`config.mk`:
```
export PLATFORM = sky130hd
export DESIGN_NAME = bcd_counter_ctrl
export DESIGN_NICKNAME = d
export VERILOG_FILES = /design/src/rtl/bcd_counter_ctrl_pkg.sv /design/src/rtl/bcd_counter_ctrl_debounce.sv /design/src/rtl/bcd_counter_ctrl.sv
export SDC_FILE = /design/constraint.sdc
export NUM_CORES = 1
export LEC_CHECK = 0
export CAP_MARGIN = 30
export CORE_MARGIN = 2
export CORE_UTILIZATION = 61
export DETAILED_ROUTE_END_ITERATION = 8
export DONT_BUFFER_PORTS = 1
export GPL_TIMING_DRIVEN = 0
export PLACE_DENSITY = 0.77
export SETUP_SLACK_MARGIN = 0.1
export SLEW_MARGIN = 20
export SYNTH_ARGS = -nofsm -noshare
export SYNTH_HDL_FRONTEND = slang
export SYNTH_SLANG_ARGS = --single-unit
```
`constraint.sdc`:
```
create_clock -name clk -period 2.1 [get_ports clk]
set_input_delay 0.525 -clock clk [delete_from_list [all_inputs] [get_ports clk]]
set_output_delay 0.525 -clock clk [all_outputs]
set_load 0.02 [all_outputs]
```
`src/rtl/bcd_counter_ctrl_pkg.sv`:
```
// Shared types, constants and BCD step helpers for bcd_counter_ctrl.
// Debouncer state encoding, digit geometry and default parameter values.
package bcd_counter_ctrl_pkg;

  localparam int BCD_W = 4;
  localparam int NUM_DIGITS = 4;
  localparam int CNT_W = BCD_W * NUM_DIGITS;

  localparam logic [BCD_W-1:0] BCD_MAX = 4'd9;

  localparam int DEF_DEBOUNCE_CYCLES = 500000;
  localparam int DEF_REFRESH_DIV = 100000;

  typedef enum logic [1:0] {
    DB_IDLE        = 2'd0,
    DB_ARM_PRESS   = 2'd1,
    DB_PRESSED     = 2'd2,
    DB_ARM_RELEASE = 2'd3
  } db_state_t;

  typedef struct packed {
    logic             wrap;
    logic [CNT_W-1:0] value;
  } bcd_step_t;

  // Ripple +1 through the digits; a carry out of
  // the top digit means the counter wrapped.
  function automatic bcd_step_t bcd_inc(
    input logic [CNT_W-1:0] v
  );
    bcd_step_t        r;
    logic             c;
    logic [BCD_W-1:0] d;
    c = 1'b1;
    r.value = v;
    for (int i = 0; i < NUM_DIGITS; i++) begin
      d = v[i*BCD_W +: BCD_W];
      if (c) begin
        if (d >= BCD_MAX) begin
          r.value[i*BCD_W +: BCD_W] = '0;
        end else begin
          r.value[i*BCD_W +: BCD_W] = d + 1'b1;
          c = 1'b0;
        end
      end
    end
    r.wrap = c;
    return r;
  endfunction

  // Ripple -1 through the digits; a borrow out of
  // the top digit means the counter wrapped.
  function automatic bcd_step_t bcd_dec(
    input logic [CNT_W-1:0] v
  );
    bcd_step_t        r;
    logic             b;
    logic [BCD_W-1:0] d;
    b = 1'b1;
    r.value = v;
    for (int i = 0; i < NUM_DIGITS; i++) begin
      d = v[i*BCD_W +: BCD_W];
      if (b) begin
        if (d == '0) begin
          r.value[i*BCD_W +: BCD_W] = BCD_MAX;
        end else if (d > BCD_MAX) begin
          r.value[i*BCD_W +: BCD_W] = BCD_MAX;
          b = 1'b0;
        end else begin
          r.value[i*BCD_W +: BCD_W] = d - 1'b1;
          b = 1'b0;
        end
      end
    end
    r.wrap = b;
    return r;
  endfunction

endpackage

```
`src/rtl/bcd_counter_ctrl_debounce.sv`:
```
// button_debounce: 2-flop synchronizer plus press/release qualifier FSM.
// Ports: clk, reset (sync, high), btn (raw), press (one-cycle pulse).
module button_debounce
  import bcd_counter_ctrl_pkg::*;
#(
  parameter int DEBOUNCE_CYCLES = DEF_DEBOUNCE_CYCLES
) (
  input  logic clk,
  input  logic reset,
  input  logic btn,
  output logic press
);

  localparam int CW = $clog2(DEBOUNCE_CYCLES + 1);
  localparam logic [CW-1:0] CNT_LAST =
    CW'(DEBOUNCE_CYCLES - 1);

  logic            sync_q1;
  logic            sync_q2;
  db_state_t       state;
  logic [CW-1:0]   cnt;

  always_ff @(posedge clk) begin
    if (reset) begin
      sync_q1 <= 1'b0;
      sync_q2 <= 1'b0;
    end else begin
      sync_q1 <= btn;
      sync_q2 <= sync_q1;
    end
  end

  // The sample that leaves IDLE (or PRESSED) is the
  // first of the DEBOUNCE_CYCLES qualifying samples,
  // hence cnt starts at 1 on entry to an ARM state.
  always_ff @(posedge clk) begin
    if (reset) begin
      state <= DB_IDLE;
      cnt   <= '0;
      press <= 1'b0;
    end else begin
      press <= 1'b0;
      unique case (state)
        DB_IDLE: begin
          cnt <= '0;
          if (sync_q2) begin
            state <= DB_ARM_PRESS;
            cnt   <= CW'(1);
          end
        end
        DB_ARM_PRESS: begin
          if (!sync_q2) begin
            state <= DB_IDLE;
            cnt   <= '0;
          end else if (cnt >= CNT_LAST) begin
            state <= DB_PRESSED;
            cnt   <= '0;
            press <= 1'b1;
          end else begin
            cnt <= cnt + 1'b1;
          end
        end
        DB_PRESSED: begin
          cnt <= '0;
          if (!sync_q2) begin
            state <= DB_ARM_RELEASE;
            cnt   <= CW'(1);
          end
        end
        DB_ARM_RELEASE: begin
          if (sync_q2) begin
            state <= DB_PRESSED;
            cnt   <= '0;
          end else if (cnt >= CNT_LAST) begin
            state <= DB_IDLE;
            cnt   <= '0;
          end else begin
            cnt <= cnt + 1'b1;
          end
        end
        default: begin
          state <= DB_IDLE;
          cnt   <= '0;
        end
      endcase
    end
  end

endmodule

```
`src/rtl/bcd_counter_ctrl.sv`:
```
// Four-digit BCD up/down counter driven by two debounced buttons,
// plus a free-running display refresh divider.
// Ports: clk, reset, btn_inc, btn_dec, clear, hold -> count[15:0],
//        refresh_tick, wrap.
module bcd_counter_ctrl
  import bcd_counter_ctrl_pkg::*;
#(
  parameter int DEBOUNCE_CYCLES = DEF_DEBOUNCE_CYCLES,
  parameter int REFRESH_DIV     = DEF_REFRESH_DIV
) (
  input  logic             clk,
  input  logic             reset,
  input  logic             btn_inc,
  input  logic             btn_dec,
  input  logic             clear,
  input  logic             hold,
  output logic [CNT_W-1:0] count,
  output logic             refresh_tick,
  output logic             wrap
);

  localparam int DW = $clog2(REFRESH_DIV);
  localparam logic [DW-1:0] DIV_LAST =
    DW'(REFRESH_DIV - 1);
  localparam logic [DW-1:0] DIV_PRE =
    DW'(REFRESH_DIV - 2);

  logic      inc_p;
  logic      dec_p;
  bcd_step_t inc_res;
  bcd_step_t dec_res;
  logic [DW-1:0] div;

  button_debounce #(
    .DEBOUNCE_CYCLES(DEBOUNCE_CYCLES)
  ) u_db_inc (
    .clk  (clk),
    .reset(reset),
    .btn  (btn_inc),
    .press(inc_p)
  );

  button_debounce #(
    .DEBOUNCE_CYCLES(DEBOUNCE_CYCLES)
  ) u_db_dec (
    .clk  (clk),
    .reset(reset),
    .btn  (btn_dec),
    .press(dec_p)
  );

  always_comb begin
    inc_res = bcd_inc(count);
    dec_res = bcd_dec(count);
  end

  // Simultaneous inc and dec cancel; pulses seen
  // under hold are simply dropped.
  always_ff @(posedge clk) begin
    if (reset) begin
      count <= '0;
      wrap  <= 1'b0;
    end else begin
      wrap <= 1'b0;
      if (clear) begin
        count <= '0;
      end else if (hold) begin
        count <= count;
      end else if (inc_p && !dec_p) begin
        count <= inc_res.value;
        wrap  <= inc_res.wrap;
      end else if (dec_p && !inc_p) begin
        count <= dec_res.value;
        wrap  <= dec_res.wrap;
      end
    end
  end

  // Tick is registered from the pre-terminal value so
  // it is high exactly while div sits at its last count.
  always_ff @(posedge clk) begin
    if (reset) begin
      div          <= '0;
      refresh_tick <= 1'b0;
    end else begin
      refresh_tick <= (div == DIV_PRE);
      if (div == DIV_LAST) begin
        div <= '0;
      end else begin
        div <= div + 1'b1;
      end
    end
  end

endmodule

```
==> After elaboration in Yosys (flattened, before gate mapping) <==
Index checks and enable logic that the tools add are counted.
{ "word_totals": {"reg_bits": 83, "inputBits": 6, "word_cells": 151} }
{ "op_classes": {"add_sub_neg": 11, "magnitude_cmp": 10, "eq_ne": 19, "mux": 64, "n_bitwise": 5, "n_reduce_logical": 25} }
{ "ops": {"columns": ["operator", "count"], "rows": [
  ["$pmux 19 s4", 2],
  ["$mux 19", 6],
  ["$mux 4", 18],
  ["$add 19x1->19 const B", 2],
  ["$ge 19x19->1 const B", 2],
  ["$eq 17x17->1 const B", 2],
  ["$mux 16", 2],
  ["$mux 2", 12],
  ["$mux 1", 22],
  ["$reduce_and 4->1", 5],
  ["$add 17x1->17 const B", 1],
  ["$add 4x1->4 const B", 4],
  ["$ge 4x4->1 const B", 4],
  ["$gt 4x4->1 const B", 4],
  ["$logic_not 4->1", 4],
  ["$pmux 2 s4", 2],
  ["$sub 4x1->4 const B", 4],
  ["$ne 2x2->1 const B", 5],
  ["$reduce_or 3->1", 3],
  ["$eq 2x2->1 const B", 4],
  ["$reduce_bool 2->1", 4],
  ["$ne 3x1->1 const B", 2],
  ["$ne 3x3->1 const B", 2],
  ["$not 1->1", 5],
  ["other kinds (7)", 13]
]} }

==> Longest topological paths before layout <==
{ "logic_depth": {"ltp_word": 7, "ltp_mapped": 9, "mapped_depth_nobuf": 7} }

==> Cells and area by module <==
Synthesis repeated with hierarchy kept, for this count alone.
{ "hier_totals": {"cells_unflattened": 526, "area_unflattened_um2": 4554.4} }
{ "by_module_without_submodules": {"columns": ["module", "n_inst", "cells_each", "area_each_um2", "seq_area_each_um2"], "rows": [
  ["bcd_counter_ctrl", 1, 295, 2438.6, 700.7],
  ["button_debounce at u_db_inc", 1, 118, 1069.8, 480.5],
  ["button_debounce at u_db_dec", 1, 113, 1046.0, 480.5]
]} }

==> Least setup slack after synthesis <==
No wires, ideal clock.
{ "synth_timing": {"path_type": "register to register", "start": "register count[0]", "end": "register count[12]", "arrival_ns": 1.902, "required_ns": 1.984, "slack_ns": 0.081, "path_stages_with_launch": 8, "synth_period_minus_slack_ns": 2.019, "path_cell_list": "dfxtp_1 > inv_1 > ha_1 > or3b_2 > nand4_1 > o2bb2ai_1 > o221ai_1 > o211a_1"} }
{ "synth_via": {"elab_chain_len": 6, "elab_cells_between_ends": 11} }
{ "synth_lines": {"columns": ["element", "line_no", "rtl"], "rows": [
  ["from (decl)", "bcd_counter_ctrl.sv:17", "output logic [CNT_W-1:0] count,"],
  ["from (signal assigned)", "bcd_counter_ctrl.sv:68", "count <= count;"],
  ["from (signal assigned)", "bcd_counter_ctrl.sv:70", "count <= inc_res.value;"],
  ["from (signal assigned)", "bcd_counter_ctrl.sv:73", "count <= dec_res.value;"],
  ["$ge 4x4->1 / $logic_not 4->1 (equally long branches)", "bcd_counter_ctrl_pkg.sv:39, bcd_counter_ctrl_pkg.sv:64", null],
  ["$mux 1 (on tied branches)", "bcd_counter_ctrl_pkg.sv:39, bcd_counter_ctrl_pkg.sv:64", null],
  ["$mux 1 (on tied branches) (2 in a row)", "bcd_counter_ctrl_pkg.sv:38, bcd_counter_ctrl_pkg.sv:63", null],
  ["$ne 2x2->1 (no line) / $reduce_bool 2->1 (equally long branches)", null, null],
  ["$reduce_and 4->1 (no line) *", null, null]
]} }
Mark *: on every way between the ends. The rest lies on a longest branch, timed or not.
A chain may end at the register's enable or synchronous reset.

==> Final worst setup path <==
{ "layout_timing": {"start": "register count[5]", "end": "register count[6]"} }
{ "layout_via": {"elab_chain_len": 6, "elab_cells_between_ends": 12} }
{ "layout_lines": {"columns": ["element", "line_no", "rtl"], "rows": [
  ["$sub 4x1->4 / $gt 4x4->1 (equally long branches)", "bcd_counter_ctrl_pkg.sv:70, bcd_counter_ctrl_pkg.sv:66", null],
  ["$mux 4", "bcd_counter_ctrl_pkg.sv:66", "end else if (d > BCD_MAX) begin"],
  ["$mux 4", "bcd_counter_ctrl_pkg.sv:64", "if (d == '0) begin"],
  ["$mux 4", "bcd_counter_ctrl_pkg.sv:63", "if (b) begin"],
  ["$mux 16", "bcd_counter_ctrl.sv:72", "end else if (dec_p && !inc_p) begin"],
  ["$mux 16 *", "bcd_counter_ctrl.sv:69", "end else if (inc_p && !dec_p) begin"]
]} }
Mark *: on every way between the ends. The rest lies on a longest branch, timed or not. The select of a mux whose other input is x is not followed.

==> results.ini <==
[sta]
fin_crit_sh_pct=94.3
slew_headroom_pct=61.1
finalCriticalPeriod_ns=1.98
finClkSkew_ns=0.0101
rsz0062_at_grt=true
slew_violations=0
setup_tns_ns=0
worst_hold_slack_ns=0.227
tightest_slew_ns=0.583
setup_viol_count_final=0
max_freq_ghz=0.505
hold_viol=0

[setup_path]
cp_slowest_stage_delay_ns=0.49
cp-end-kind=flip-flop
crit_start=count[5]
crit_slowest_cell=or3b_2
startpoint_type=flip-flop
cp.required_ns=2.39
critPathKind=reg -> reg
path_cells=inv_1, ha_1, or3b_2, a21boi_1, nor2b_1, o21ai_0, a21oi_1
path_max_fanout=6
critPathArrivalTime_ns=2.27
r2r_start=count[5]

[detailed_routing]
drc_errors=0
avgRoutedWirePerCell_microns=13.8
wl_met3_microns=323
first_pass_iters=4
wl_met1_microns=4040
drt_wl_total_microns=8680
drt-initial-drc-count=172
drtAntennaViolNets=0
maxUsedRoutingLayer=met4
viasPerCell=5.70
wl_met2_microns=4180
via_count=3589

[power_and_ir_drop]
ir_drop_uv=373
p_sw_w=0.000669
power.share.switching_pct=23.6
cell_internal_pwr_w=0.00216
pwr-share-seq_pct=56.1
powerDensity_mw_per_mm2=587
leakage_nw=1.64
p_clk_share_pct=42.5
power_frac_comb_pct=1.5

[floorplan]
die_h_microns=88.1
pin_count=24
core_area_sq_mm=0.00683
initial_utilization_pct=63.2
num_rows=30
die_area_sq_mm=0.00777
die_x_microns=88.1

[finish]
final_cell_mix=nor2_1, dfxtp_1, nand2_1, xor2_1, nand3_1
nNetsFinal=556
final-instance-count-excl-fill=630
fin_util_pct=70.6
drive_gt1_share_pct=14.0
final_common_cell=nor2_1
diodes=0
syn_to_final_growth_pct=11.7

[synth]
yosysWarnings=0
synth-seq-cells=83
synth_fp_nets=540
synthFlopType=dfxtp_1
avgSynthCellArea_sq_um=8.42
synth_area_sq_mm=0.00432
ys_types=67
synth_edf_count=0
synthArstFlopShare_pct=0
seq_area_frac_synth_pct=38.5
syn_inst=513

[run]
drv_cap=0

[global_routing]
antenna_found_initial=0
grt_pass1_vias=3196
grt_max_degree=17
grt_usage_pct=22.8
grt_pass1_wl_microns=14100
grt-ovfl-total=0

[cts]
numCtsBuffers=9
clock_path_buffers=2
cts_root_buffer=clkbuf_8
cts_num_sinks=83
postCtsHoldBufs=0
cts_tree=yes
worstSkewPairLatency_ns=0.37
cts_max_level=3
clkTransAtPathRegs_ns=0.09

[placement]
dp.cells=609
gp_congestion=0.869
hpwl_microns=5900
portBuffers=0

[hold_path]
hold_path.class=in -> reg
hp-start=hold

[outcome]
status=finished, final reports clean

[worst max-delay path: cells and delay by family (launching register included)]
kind / cells / cell delay [ns]
flip-flops: 1 / 0.44
buffers and inverters: 1 / 0.11
AO/OA/AOI/OAI: 3 / 0.51
AND/OR/NAND/NOR: 2 / 0.65
adder cells (fa/ha/maj): 1 / 0.20
[path summary, 6_finish.rpt]
check                endpoint  slack (ns)  cells past startpoint
max                  count[6]        0.12                      7
min                      wrap        0.23                      1
max reg2reg          count[6]        0.12                      7
min reg2reg  u_db_dec.sync_q2        0.44                      1
[synth_stat cells, types with 4 or more instances]
master,n,share of area [%]
nor2_1,86,7.5
a31oi_1,5,0.72
a211oi_1,5,0.87
nand4_1,16,2.3
inv_1,26,2.3
nor3_1,16,1.9
ha_1,21,6.1
or2_2,4,0.58
clkbuf_1,11,0.96
nand3_1,26,3.0
a311oi_1,4,0.81
xor2_1,27,5.5
nor2b_1,7,1.0
xnor2_1,22,4.5
a21oi_1,18,2.1
nor3b_1,6,1.0
dfxtp_1,83,38
nor4_1,7,1.0
nand2_1,28,2.4
o21ai_0,21,2.4
and3_1,8,1.2
[metal layers]
metal | track usage (%) | vias up
met3 | 4.62 | 14
met2 | 37.5 | 64
met5 | 0 | -
li1 | - | 1830
met1 | 29.3 | 1681
met4 | 9.50 | 0
[flip-flops by register name, indices dropped and copies added (netlist names), named ones only]
signal and flops:
u_db_dec.cnt 19, u_db_inc.cnt 19, div 17, count 16, refresh_tick 1, u_db_dec.press 1
u_db_dec.state 1, u_db_dec.sync_q1 1, u_db_dec.sync_q2 1, u_db_inc.press 1, u_db_inc.state 1, u_db_inc.sync_q1 1
u_db_inc.sync_q2 1, wrap 1
[timing repair]
item                       CTS  global route
setup endpoints to repair   22            46
setup buffers                0             5
pin swaps                    0             4
resized for setup           14            32
[area by class of cell]
cell class,instances,area [sq um]
repair buffers,5,37.5
inverters,27,101
clock buffers,9,124
flip-flops and latches,83,1680
clock inverters,7,83.8
fillers,537,2010
well taps,96,120
multi-input cells,387,2590
plain buffers,16,88.8
[per-stage QoR]
| stage | setup WS (ns) | instance area, sq um | total power, W |
|---|---|---|---|
| floorplan | 0.119 | 4330 | 0.00166 |
| CTS | 0.0252 | 4680 | 0.00286 |
| finish | 0.119 | 4830 | 0.00283 |
| detailed placement | -0.225 | 4450 | 0.00167 |
| global route | -0.00288 | 4830 | 0.00292 |
| global placement | -0.172 | 4450 | 0.00167 |
[power groups by stage]
stage | clock [W] | combinational, W | sequential (W)
CTS | 0.00123 | 0.0000409 | 0.00159
floorplan | 0 | 0.0000305 | 0.00163
finish | 0.00120 | 0.0000411 | 0.00159
detailed placement | 0 | 0.0000404 | 0.00163
global route | 0.00128 | 0.0000465 | 0.00159
global placement | 0 | 0.0000390 | 0.00163
[logic make-up (layout without fill, tap and decap cells)]
kind of cell | count (synthesis) | count (layout) | share of synthesized area (%)
DFF | 83 | 83 | 38.5
muxes | 3 | 3 | 0.695
adders and majority gates | 21 | 21 | 6.08
and+or+nand+nor | 229 | 229 | 27.0
xor gates and xnor gates | 49 | 49 | 9.94
AOI/OAI and AO/OA | 85 | 85 | 13.6
buffers and inverters | 43 | 64 | 4.20
Note: power is estimated with default switching activity, not from simulation.
